`src/rtl/alarm_controller.sv`:
```
// Single-alarm controller with snooze/stop/timeout fed by the 12-hour clock outputs.
// Optional top-of-hour chime is built only when ALARM_CHIME_EN is defined.
module alarm_controller #(
  parameter int RING_SECONDS   = 60,
  parameter int SNOOZE_SECONDS = 300,
  parameter int MAX_SNOOZE     = 3
) (
  input  logic       clk,
  input  logic       rst,
  input  logic [5:0] seconds,
  input  logic [5:0] minutes,
  input  logic [3:0] hours,
  input  logic       alarm_en,
  input  logic       set_valid,
  input  logic [3:0] set_hours,
  input  logic [5:0] set_minutes,
  output logic       set_ready,
  output logic       set_err,
  input  logic       snooze,
  input  logic       stop,
  output logic       ring,
  output logic [3:0] alarm_hours,
  output logic [5:0] alarm_minutes,
  output logic [2:0] snooze_left,
  output logic       chime
);

  typedef enum logic [1:0] {IDLE, ARMED, RINGING, SNOOZE} state_e;

  localparam logic [8:0] RING_LAST   = 9'(RING_SECONDS - 1);
  localparam logic [8:0] SNOOZE_LAST = 9'(SNOOZE_SECONDS - 1);
  localparam logic [2:0] SNOOZE_MAX  = 3'(MAX_SNOOZE);

  state_e     state_q, state_d;
  logic [5:0] seconds_q;
  logic [3:0] alarm_hours_q, alarm_hours_d;
  logic [5:0] alarm_minutes_q, alarm_minutes_d;
  logic       alarm_set_q, alarm_set_d;
  logic [2:0] snooze_left_q, snooze_left_d;
  logic [8:0] ring_cnt_q, ring_cnt_d;
  logic [8:0] snz_cnt_q, snz_cnt_d;
  logic       ring_q, ring_d;
  logic       set_err_q, set_err_d;

  logic sec_tick, match, set_accept, set_in_range;

  assign sec_tick     = (seconds != seconds_q);
  // Compared against the stored time, so a same-cycle load cannot affect this match.
  assign match        = sec_tick && (seconds == 6'd0) &&
                        (hours == alarm_hours_q) && (minutes == alarm_minutes_q);
  assign set_ready    = (state_q == IDLE) || (state_q == ARMED);
  assign set_accept   = set_valid && set_ready;
  assign set_in_range = (set_hours <= 4'd11) && (set_minutes <= 6'd59);

  always_comb begin
    state_d         = state_q;
    alarm_hours_d   = alarm_hours_q;
    alarm_minutes_d = alarm_minutes_q;
    alarm_set_d     = alarm_set_q;
    snooze_left_d   = snooze_left_q;
    ring_cnt_d      = ring_cnt_q;
    snz_cnt_d       = snz_cnt_q;
    set_err_d       = set_accept && !set_in_range;

    if (set_accept && set_in_range) begin
      alarm_hours_d   = set_hours;
      alarm_minutes_d = set_minutes;
      alarm_set_d     = 1'b1;
    end

    if (!alarm_en) begin
      state_d = IDLE;
    end else begin
      case (state_q)
        IDLE: if (alarm_set_q) state_d = ARMED;
        ARMED: begin
          if (match) begin
            state_d       = RINGING;
            ring_cnt_d    = '0;
            snooze_left_d = SNOOZE_MAX;
          end
        end
        RINGING: begin
          if (stop) begin
            state_d = ARMED;
          end else if (snooze && (snooze_left_q != 3'd0)) begin
            state_d       = SNOOZE;
            snooze_left_d = snooze_left_q - 3'd1;
            snz_cnt_d     = '0;
          end else if (sec_tick) begin
            if (ring_cnt_q == RING_LAST) state_d = ARMED;
            else                         ring_cnt_d = ring_cnt_q + 9'd1;
          end
        end
        SNOOZE: begin
          if (stop) begin
            state_d = ARMED;
          end else if (sec_tick) begin
            if (snz_cnt_q == SNOOZE_LAST) begin
              state_d    = RINGING;
              ring_cnt_d = '0;
            end else begin
              snz_cnt_d = snz_cnt_q + 9'd1;
            end
          end
        end
        default: state_d = IDLE;
      endcase
    end

    ring_d = (state_d == RINGING);
  end

  always_ff @(posedge clk or negedge rst) begin
    if (!rst) begin
      state_q         <= IDLE;
      seconds_q       <= '0;
      alarm_hours_q   <= '0;
      alarm_minutes_q <= '0;
      alarm_set_q     <= 1'b0;
      snooze_left_q   <= SNOOZE_MAX;
      ring_cnt_q      <= '0;
      snz_cnt_q       <= '0;
      ring_q          <= 1'b0;
      set_err_q       <= 1'b0;
    end else begin
      state_q         <= state_d;
      seconds_q       <= seconds;
      alarm_hours_q   <= alarm_hours_d;
      alarm_minutes_q <= alarm_minutes_d;
      alarm_set_q     <= alarm_set_d;
      snooze_left_q   <= snooze_left_d;
      ring_cnt_q      <= ring_cnt_d;
      snz_cnt_q       <= snz_cnt_d;
      ring_q          <= ring_d;
      set_err_q       <= set_err_d;
    end
  end

  assign ring          = ring_q;
  assign set_err       = set_err_q;
  assign alarm_hours   = alarm_hours_q;
  assign alarm_minutes = alarm_minutes_q;
  assign snooze_left   = snooze_left_q;

`ifdef ALARM_CHIME_EN
  logic chime_q, chime_d;
  assign chime_d = sec_tick && (seconds == 6'd0) && (minutes == 6'd0);
  always_ff @(posedge clk or negedge rst) begin
    if (!rst) chime_q <= 1'b0;
    else      chime_q <= chime_d;
  end
  assign chime = chime_q;
`else
  assign chime = 1'b0;
`endif

endmodule

```
`config.mk`:
```
export PLATFORM = sky130hd
export DESIGN_NAME = alarm_controller
export DESIGN_NICKNAME = d
export VERILOG_FILES = /design/src/rtl/alarm_controller.sv
export SDC_FILE = /design/constraint.sdc
export NUM_CORES = 1
export LEC_CHECK = 0
export ABC_CLOCK_PERIOD_IN_PS = 2500
export CAP_MARGIN = 25
export CORE_MARGIN = 2
export CORE_UTILIZATION = 35
export CTS_CLUSTER_SIZE = 8
export DETAILED_ROUTE_END_ITERATION = 10
export GPL_ROUTABILITY_DRIVEN = 1
export SLEW_MARGIN = 15
export SYNTH_ARGS = -nofsm -noshare
export SYNTH_HDL_FRONTEND = slang
export SYNTH_SLANG_ARGS = --single-unit
```
`constraint.sdc`:
```
create_clock -name clk -period 2.5 [get_ports clk]
set_input_delay 0.5 -clock clk [delete_from_list [all_inputs] [get_ports clk]]
set_output_delay 0.5 -clock clk [all_outputs]
set_load 0.03 [all_outputs]
```
After elaboration in Yosys (flattened, before gate mapping)
Cells that the tools add are included.
{"block": "word_totals", "register_bits": 42, "output_inout_bits": 17}
{"block": "classes", "n_addsub": 3, "order_cmp": 2, "n_eq_ne": 19, "n_mux": 30, "n_reduce_logical": 19}
{"operator": "$mux W9", "count": 13}
{"operator": "$pmux W9 S3", "count": 1}
{"operator": "$mux W2", "count": 10}
{"operator": "$ne A2 B2 Y1 const B", "count": 10}
{"operator": "$add A9 B1 Y9 const B", "count": 2}
{"operator": "$pmux W9 S2", "count": 1}
{"operator": "$reduce_and A10 Y1", "count": 1}
{"operator": "$eq A9 B6 Y1 const B", "count": 1}
{"operator": "$eq A9 B9 Y1 const B", "count": 1}
{"operator": "$mux W3", "count": 3}
{"operator": "$logic_and A1 B1 Y1", "count": 8}
{"operator": "$pmux W2 S4", "count": 1}
{"operator": "$reduce_and A7 Y1", "count": 1}
{"operator": "$eq A2 B2 Y1 const B", "count": 3}
{"operator": "$eq A6 B6 Y1", "count": 1}
{"operator": "$le A6 B6 Y1 const B", "count": 1}
{"operator": "$logic_not A6 Y1", "count": 1}
{"operator": "$ne A6 B6 Y1", "count": 1}
{"operator": "$pmux W3 S2", "count": 1}
{"operator": "$reduce_bool A3 Y1", "count": 2}
{"operator": "$reduce_and A5 Y1", "count": 1}
{"operator": "$eq A4 B4 Y1", "count": 1}
{"operator": "$le A4 B4 Y1 const B", "count": 1}
{"operator": "$reduce_bool A2 Y1", "count": 2}
{"operator": "5 further kinds", "count": 5}

Longest topological paths before layout
Gate-level depths: netlist (run 1).
{"block": "logic_depth", "depth_word": 8, "mapped_depth": 8, "depth_no_buf": 7}

Worst setup path before layout (run 1)
OpenSTA, ideal clock, no wires.
{"block": "synth_path", "path_type": "input port to flip-flop", "from": "input seconds[2]", "to": "register snooze_left_q[2] (netlist: snooze_left[2])", "setup_ps": 126, "t_arrival_ps": 2065, "setup_slack_ps": 309, "cell_stages": 6, "path_buffers": 1, "path_cell_list": "or4_1 -> nor3_2 -> nand4_1 -> or4_1 -> buf_2 -> a221o_1"}
{"block": "synth_between", "elab_chain_len": 6}
{"item": "start: declaration", "line": "10", "source": "input logic [5:0] seconds,"}
{"item": "$ne A6 B6 Y1 or $logic_not A6 Y1 (tied branches)", "line": "47, 49"}
{"item": "$logic_and A1 B1 Y1 * (2 in series)", "line": "49", "source": "assign match = sec_tick && (seconds == 6'd0) &&"}
{"item": "$logic_and A1 B1 Y1 *", "line": "50", "source": "(hours == alarm_hours_q) && (minutes == alarm_minutes_q);"}
{"item": "$ne A2 B2 Y1 (no line) *"}
{"item": "$reduce_and A5 Y1 (no line) *"}
{"item": "end signal: assignment", "line": "132", "source": "snooze_left_q <= snooze_left_d;"}
{"item": "end: declaration", "line": "39", "source": "logic [2:0] snooze_left_q, snooze_left_d;"}
Every way passes the cells marked *; elsewhere a longest branch is shown, timed or not.
A chain may end at the register's enable or synchronous reset.

Worst setup path after layout (run 1)
Same ends and word-level chain as after synthesis.

==> results.sh, run 1 <==
export IMPL_power_density_mw_per_mm2=486
export IMPL_maxCapViolations=0
export IMPL_die_x_um=84.6
export IMPL_core_area_mm2=0.00631
export IMPL_clk_pin_slew_ps=80
export IMPL_yosys_top_cells_count="40 x dfrtp_1, 16 x xor2_1, 15 x nor2_1"
export IMPL_cp_endpoint="snooze_left[2]$_DFFE_PN0P_"
export IMPL_remaining_drc_errors=0
export IMPL_cts_tree="built"
export IMPL_period_share=0.911
export IMPL_fin_cells=368
export IMPL_yosysTopAreaCell="dfrtp_1"
export IMPL_dp_final_hpwl_um=4090
export IMPL_drt_wl_total_um=5440
export IMPL_final_core_util=0.478
export IMPL_clock_root_buffer="clkbuf_8"
export IMPL_rsz0062_at_grt="false"
export IMPL_synth_flop_cell="dfrtp_1"
export IMPL_worstHoldPathType="primary input to async pin"
export IMPL_yosys_top_cells_area="dfrtp_1 44%, xor2_1 6.2%, mux2_1 5.0%"
export IMPL_placed_cell_area_mm2=0.00293
export IMPL_max_slew_margin_rel=0.577
export IMPL_async_reset_ff_frac=1.00
export IMPL_drtPass1Iterations=4
export IMPL_num_vias=1990
export IMPL_clockBufferDepth=2
export IMPL_fmax_ghz=0.439
export IMPL_initial_core_util=0.360
export IMPL_areaGrowthSynthToFinish_pct=32.8
export IMPL_wl_per_cell_um=14.8
export IMPL_place_ws_ps=-105
export IMPL_num_rows=29
export IMPL_status="finished, final reports clean"
export IMPL_numCtsBuffers=5
export IMPL_placed_cells=360
export IMPL_grt_usage=0.161
export IMPL_dieHeight_um=84.6
export IMPL_avgSynthCellArea_um2=9.88
export IMPL_grt_pass1_wl_um=9340
export IMPL_vdd_drop_max_mv=0.314
export IMPL_post_cts_buffers=0
export IMPL_p_int_uw=1070
export IMPL_finalHoldViolCount=0
export IMPL_finalSetupViolations=0
export IMPL_layout_drive_gt1_share=0.0997
export IMPL_clock_skew_final_ps=6.80
export IMPL_antenna_found_initial=0
export IMPL_seq_power_share=0.503
export IMPL_yosysMostFrequentCell="dfrtp_1"
export IMPL_synth_edf_count=0
export IMPL_combPwrFrac=0.187
export IMPL_finalWeightedCongestion=0.795
export IMPL_hold_buffers=0
export IMPL_p_sw_uw=397
export IMPL_clkPwrFrac=0.310
export IMPL_ff2ff_path_depth=8
export IMPL_io_pins=49
export IMPL_drt_antenna_violating_nets=0
export IMPL_r2r_start="snooze_left[0]$_DFFE_PN1P_"
export IMPL_critPathLaunch="seconds[2]"
export IMPL_num_antenna_cells=0
export IMPL_syn_area_mm2=0.00227
export IMPL_grt_pass1_vias=1912
export IMPL_synth_top_area_share=0.441
export IMPL_r2r_slack_ps=410
export IMPL_io_buffers=47
export IMPL_fin_nets=326
export IMPL_drt_vias_per_instance=5.41
export IMPL_swShare=0.271
export IMPL_yosysSeqAreaShare=0.464
export IMPL_insertion_delay_ps=290
export IMPL_grt_max_degree=28
export IMPL_synth_warnings=0
export IMPL_cp_required_ps=2680
export IMPL_grt_ovfl_total=0
export IMPL_crit_path_max_fanout=2
export IMPL_slew_viol_final=0
export IMPL_ys_ff_latch=42
export IMPL_synthCells=230
export IMPL_htreeDepth=2
export IMPL_criticalPathCategory="primary input to register"
export IMPL_initialDrtViolationCount=86
export IMPL_critPathCaptureType="register"
export IMPL_cts_num_sinks=42
export IMPL_tightest_slew_ps=634
export IMPL_power_leakage_uw=0.00122
export IMPL_cts_resized=0
export IMPL_die_area_mm2=0.00715
export IMPL_syn_nets=266
export IMPL_finalInstanceArea_mm2=0.00302
export IMPL_start_kind="primary input"
export IMPL_fin_ws_ps=223
export IMPL_crit_arrival_ps=2460
export IMPL_fin_crit_ps=2280
export IMPL_rr_endpoint="snz_cnt_q[8]$_DFFE_PN0P_"
export IMPL_ys_types=40
## power groups by stage
stage	Sequential, uW	Combinational [uW]	Clock [uW]
2_1_floorplan	795	77.5	0
3_3_place_gp	751	277	0
3_5_place_dp	751	277	0
4_1_cts	738	278	470
5_1_grt	742	295	499
6_report	737	274	454
## cell usage in the layout, fill, tap and decap left out, drive strengths merged, types with 3 or more instances in the layout
| master | n |
|---|---|
| clkdlybuf4s50 | 46 |
| dfrtp | 40 |
| buf | 18 |
| xor2 | 16 |
| nor2 | 15 |
| nand2 | 14 |
| a21oi | 14 |
| or4 | 10 |
| mux2 | 10 |
| nand3 | 9 |
| and3 | 9 |
| nor3 | 9 |
| o31ai | 8 |
| inv | 8 |
| a31oi | 7 |
| a41oi | 7 |
| clkbuf | 7 |
| nand4 | 5 |
| o21ai | 5 |
| ha | 4 |
| nor4 | 3 |
| nand2b | 3 |
| o211ai | 3 |
| o21a | 3 |
## metal layers
| metal | share of wire | global-route usage | wire length, um |
|---|---|---|---|
| met1 | 0.48 | 0.213 | 2580 |
| met2 | 0.48 | 0.268 | 2640 |
| met3 | 0.028 | 0.0305 | 154 |
| met4 | 0.011 | 0.0491 | 62 |
| met5 | 0 | 0 | 0 |
## cell type report
cell class / instances / area (um2)
clock inverters: 1 / 5.00
clock buffers: 7 / 86.3
repair buffers: 64 / 606
multi-input cells: 169 / 1140
fillers: 604 / 3300
well taps: 77 / 96.3
inverters: 8 / 30.0
flip-flops and latches: 42 / 1050
## kinds of logic (layout without fill, tap and decap cells)
family / count (synthesis) / after routing / synth area share
AND/OR/NAND/NOR: 83 / 83 / 0.200
AO/OA/AOI/OAI: 53 / 53 / 0.158
buffers and inverters: 19 / 80 / 0.0341
flip-flops: 42 / 42 / 0.464
XOR/XNOR: 16 / 16 / 0.0617
adder cells (fa/ha/maj): 4 / 4 / 0.0220
other: 1 / 1 / 0.00165
multiplexers: 12 / 12 / 0.0584
## how the worst min path moves through the flow
stage,slack [ps],endpoint,from
after detailed placement,460,alarm_set_q$_DFFE_PN0P_,alarm_set_q$_DFFE_PN0P_
final,220,alarm_minutes[0]$_DFFE_PN0P_,rst
after global routing,270,state_q[0]$_DFF_PN0_,rst
after CTS,240,state_q[0]$_DFF_PN0_,rst
after floorplan,200,alarm_hours[0]$_DFFE_PN0P_,rst
after global placement,450,alarm_set_q$_DFFE_PN0P_,alarm_set_q$_DFFE_PN0P_
## critical path: stages
cell and delay, ps:
clkdlybuf4s50_1 420, or4_1 530, nor3_2 120, nand4_1 120, or4_1 440, a221o_1 330
## flip-flops by register name (all words and copies together) (netlist names)
signal         flops
alarm_set_q        1
snooze_left        3
snz_cnt_q          9
state_q            2
alarm_minutes      6
alarm_hours        4
seconds_q          6
ring               1
ring_cnt_q         9
set_err            1
## through the flow
stage          power (uW)  hold WS (ps)  setup TNS (ps)
6_report             1470           223               0
5_1_grt              1540           268               0
4_1_cts              1490           244               0
3_5_place_dp         1030           464            -313
3_3_place_gp         1030           449           -83.5
2_1_floorplan         873           204               0
(Power assumes the default switching activity.)
==> inputs of run 2 (changes only) <==
--- a/config.mk
+++ b/config.mk
@@ -12,6 +12,7 @@
 export CTS_CLUSTER_SIZE = 8
 export DETAILED_ROUTE_END_ITERATION = 10
 export GPL_ROUTABILITY_DRIVEN = 1
+export PLACE_DENSITY = 0.64
 export SLEW_MARGIN = 15
 export SYNTH_ARGS = -nofsm -noshare
 export SYNTH_HDL_FRONTEND = slang
==> run 2 against run 1 <==
  * Core utilization increased by 0.079 points
  * Wire length decreased by 1.1%
  * Sequential power about the same
  * Combinational power about the same
  * First-iteration DRC count decreased by 42%
  * Clock skew increased by 7.9 ps
  * Maximum frequency decreased by 0.45%
  * Critical endpoint unchanged
==> results.sh, run 2 (synthesis results as in run 1) <==
export IMPL_cp_slowest_cell="or4_1"
export IMPL_num_rows=29
export IMPL_grt_max_degree=25
export IMPL_p_sw_uw=400
export IMPL_fin_ws_ps=213
export IMPL_r2r_start="snooze_left[0]$_DFFE_PN1P_"
export IMPL_drt_wl_total_um=5380
export IMPL_core_area_mm2=0.00631
export IMPL_hold_buffers=0
export IMPL_post_cts_buffers=0
export IMPL_vdd_drop_max_mv=0.342
export IMPL_fin_crit_ps=2290
export IMPL_final_cell_mix="46 x clkdlybuf4s50_1, 40 x dfrtp_1, 16 x xor2_1, 16 x buf_4, 15 x nor2_1"
export IMPL_max_slew_margin_rel=0.581
export IMPL_crit_arrival_ps=2470
export IMPL_grt_usage=0.158
export IMPL_insertion_delay_ps=300
export IMPL_maxCapViolations=0
export IMPL_slowest_delay_ps=540
export IMPL_num_vias=1998
export IMPL_regArea_mm2=0.00105
export IMPL_remaining_drc_errors=0
export IMPL_num_antenna_cells=0
export IMPL_finalHoldViolCount=0
export IMPL_clk_pin_slew_ps=80
export IMPL_fillCellCount=596
export IMPL_layout_drive_gt1_share=0.0966
export IMPL_final_common_cell="clkdlybuf4s50_1"
export IMPL_finalSetupViolations=0
export IMPL_rsz0062_at_grt="false"
export IMPL_fmax_ghz=0.437
export IMPL_period_share=0.915
export IMPL_clockBufferDepth=2
export IMPL_drt_antenna_violating_nets=0
export IMPL_dp_final_hpwl_um=4090
export IMPL_cp_required_ps=2680
export IMPL_htreeDepth=2
export IMPL_cts_num_sinks=42
export IMPL_grt_pass1_wl_um=9320
export IMPL_antenna_found_initial=0
export IMPL_swShare=0.255
export IMPL_numCtsBuffers=5
export IMPL_initialDrtViolationCount=50
export IMPL_finalWeightedCongestion=0.797
export IMPL_crit_top_cell="or4_1"
export IMPL_wl_per_cell_um=14.6
export IMPL_status="finished, final reports clean"
export IMPL_power_leakage_uw=0.00122
export IMPL_fin_cells=367
export IMPL_critical_path_cell_chain="clkdlybuf4s50_1 > or4_1 > nor3_2 > nand4_1 > or4_1 > a221o_1"
export IMPL_die_area_mm2=0.00715
export IMPL_biggestRegsByFlops="ring_cnt_q x9, snz_cnt_q x9"
export IMPL_worstHoldPathType="primary input to async pin"
export IMPL_place_ws_ps=-103
export IMPL_die_x_um=84.6
export IMPL_r2r_slack_ps=400
export IMPL_combPwrFrac=0.173
export IMPL_cts_resized=0
export IMPL_seq_power_share=0.470
export IMPL_p_int_uw=1170
export IMPL_p_total_uw=1570
export IMPL_dieHeight_um=84.6
export IMPL_multi_input_area_mm2=0.00114
export IMPL_clock_root_buffer="clkbuf_8"
export IMPL_cts_tree="built"
export IMPL_drt_vias_per_instance=5.44
export IMPL_fin_nets=325
export IMPL_tightest_slew_ps=626
export IMPL_drtPass1Iterations=4
export IMPL_grt_pass1_vias=2018
export IMPL_power_density_mw_per_mm2=519
export IMPL_crit_path_max_fanout=2
export IMPL_placed_cells=359
export IMPL_slew_viol_final=0
export IMPL_critPathLaunch="seconds[2]"
export IMPL_finalInstanceArea_mm2=0.00302
export IMPL_io_pins=49
export IMPL_clock_skew_final_ps=14.7
export IMPL_areaGrowthSynthToFinish_pct=33.0
export IMPL_critPathCaptureType="register"
export IMPL_initial_core_util=0.360
export IMPL_io_buffers=47
export IMPL_grt_ovfl_total=0
export IMPL_placed_cell_area_mm2=0.00291
export IMPL_start_kind="primary input"
export IMPL_final_core_util=0.479
export IMPL_criticalPathCategory="primary input to register"
export IMPL_clkPwrFrac=0.357
==> run 2: cell count changes in the layout (fill, tap and decap cells not counted) <==
cell,change
bufinv_16,+1
buf_12,-1
clkinv_2,-1
==> run 2: area by class of cell <==
| type | count | share of cell area |
|---|---|---|
| Multi-Input combinational cell | 169 | 0.377 |
| Tap cell | 77 | 0.0319 |
| Sequential cell | 42 | 0.349 |
| Clock inverter | 1 | 0.00993 |
| Inverter | 8 | 0.00993 |
| Clock buffer | 7 | 0.0286 |
| Timing Repair Buffer | 63 | 0.194 |
==> run 2: worst max-delay path, delay by kind of cell <==
| family | cells | cell delay (ps) |
|---|---|---|
| buf+inv | 1 | 410 |
| simple gates | 4 | 1230 |
| compound gates | 1 | 340 |
==> run 2: stage by stage <==
stage	setup TNS (ps)	hold WS, ps
final	0	173
after global routing	0	206
after CTS	0	188
after floorplan	0	204
after detailed placement	-274	512
after global placement	-83.0	450
==> run 2: worst paths after layout <==
kind                                                   end  cells past startpoint
max in group asynchronous       snooze_left[0]$_DFFE_PN1P_                      2
worst max-delay path            snooze_left[2]$_DFFE_PN0P_                      6
worst min register to register     alarm_set_q$_DFFE_PN0P_                      1
min in group clk                   alarm_set_q$_DFFE_PN0P_                      1
worst min-delay path            alarm_hours[0]$_DFFE_PN0P_                      1
worst max register to register    snz_cnt_q[3]$_DFFE_PN0P_                      8
==> run 2: power by group through the flow <==
stage / sequential [uW] / combinational, uW / clock, uW
floorplan: 795 / 77.5 / 0
global placement: 750 / 273 / 0
detailed placement: 751 / 275 / 0
CTS: 738 / 276 / 576
global route: 743 / 294 / 603
finish: 738 / 272 / 560
==> run 2: routing by layer <==
| metal | wire, um | track usage | vias up |
|---|---|---|---|
| li1 | - | - | 981 |
| met1 | 2500 | 0.206 | 971 |
| met2 | 2610 | 0.264 | 41 |
| met3 | 194 | 0.0324 | 5 |
| met4 | 66 | 0.0519 | 0 |
| met5 | 0 | 0 | - |
==> inputs of run 3 (changes only) <==
--- a/config.mk
+++ b/config.mk
@@ -13,6 +13,7 @@
 export DETAILED_ROUTE_END_ITERATION = 10
 export GPL_ROUTABILITY_DRIVEN = 1
 export PLACE_DENSITY = 0.64
+export SKIP_LAST_GASP = 1
 export SLEW_MARGIN = 15
 export SYNTH_ARGS = -nofsm -noshare
 export SYNTH_HDL_FRONTEND = slang
==> results of run 3 <==
Final layout, timing and power as in run 2 (identical DEF).
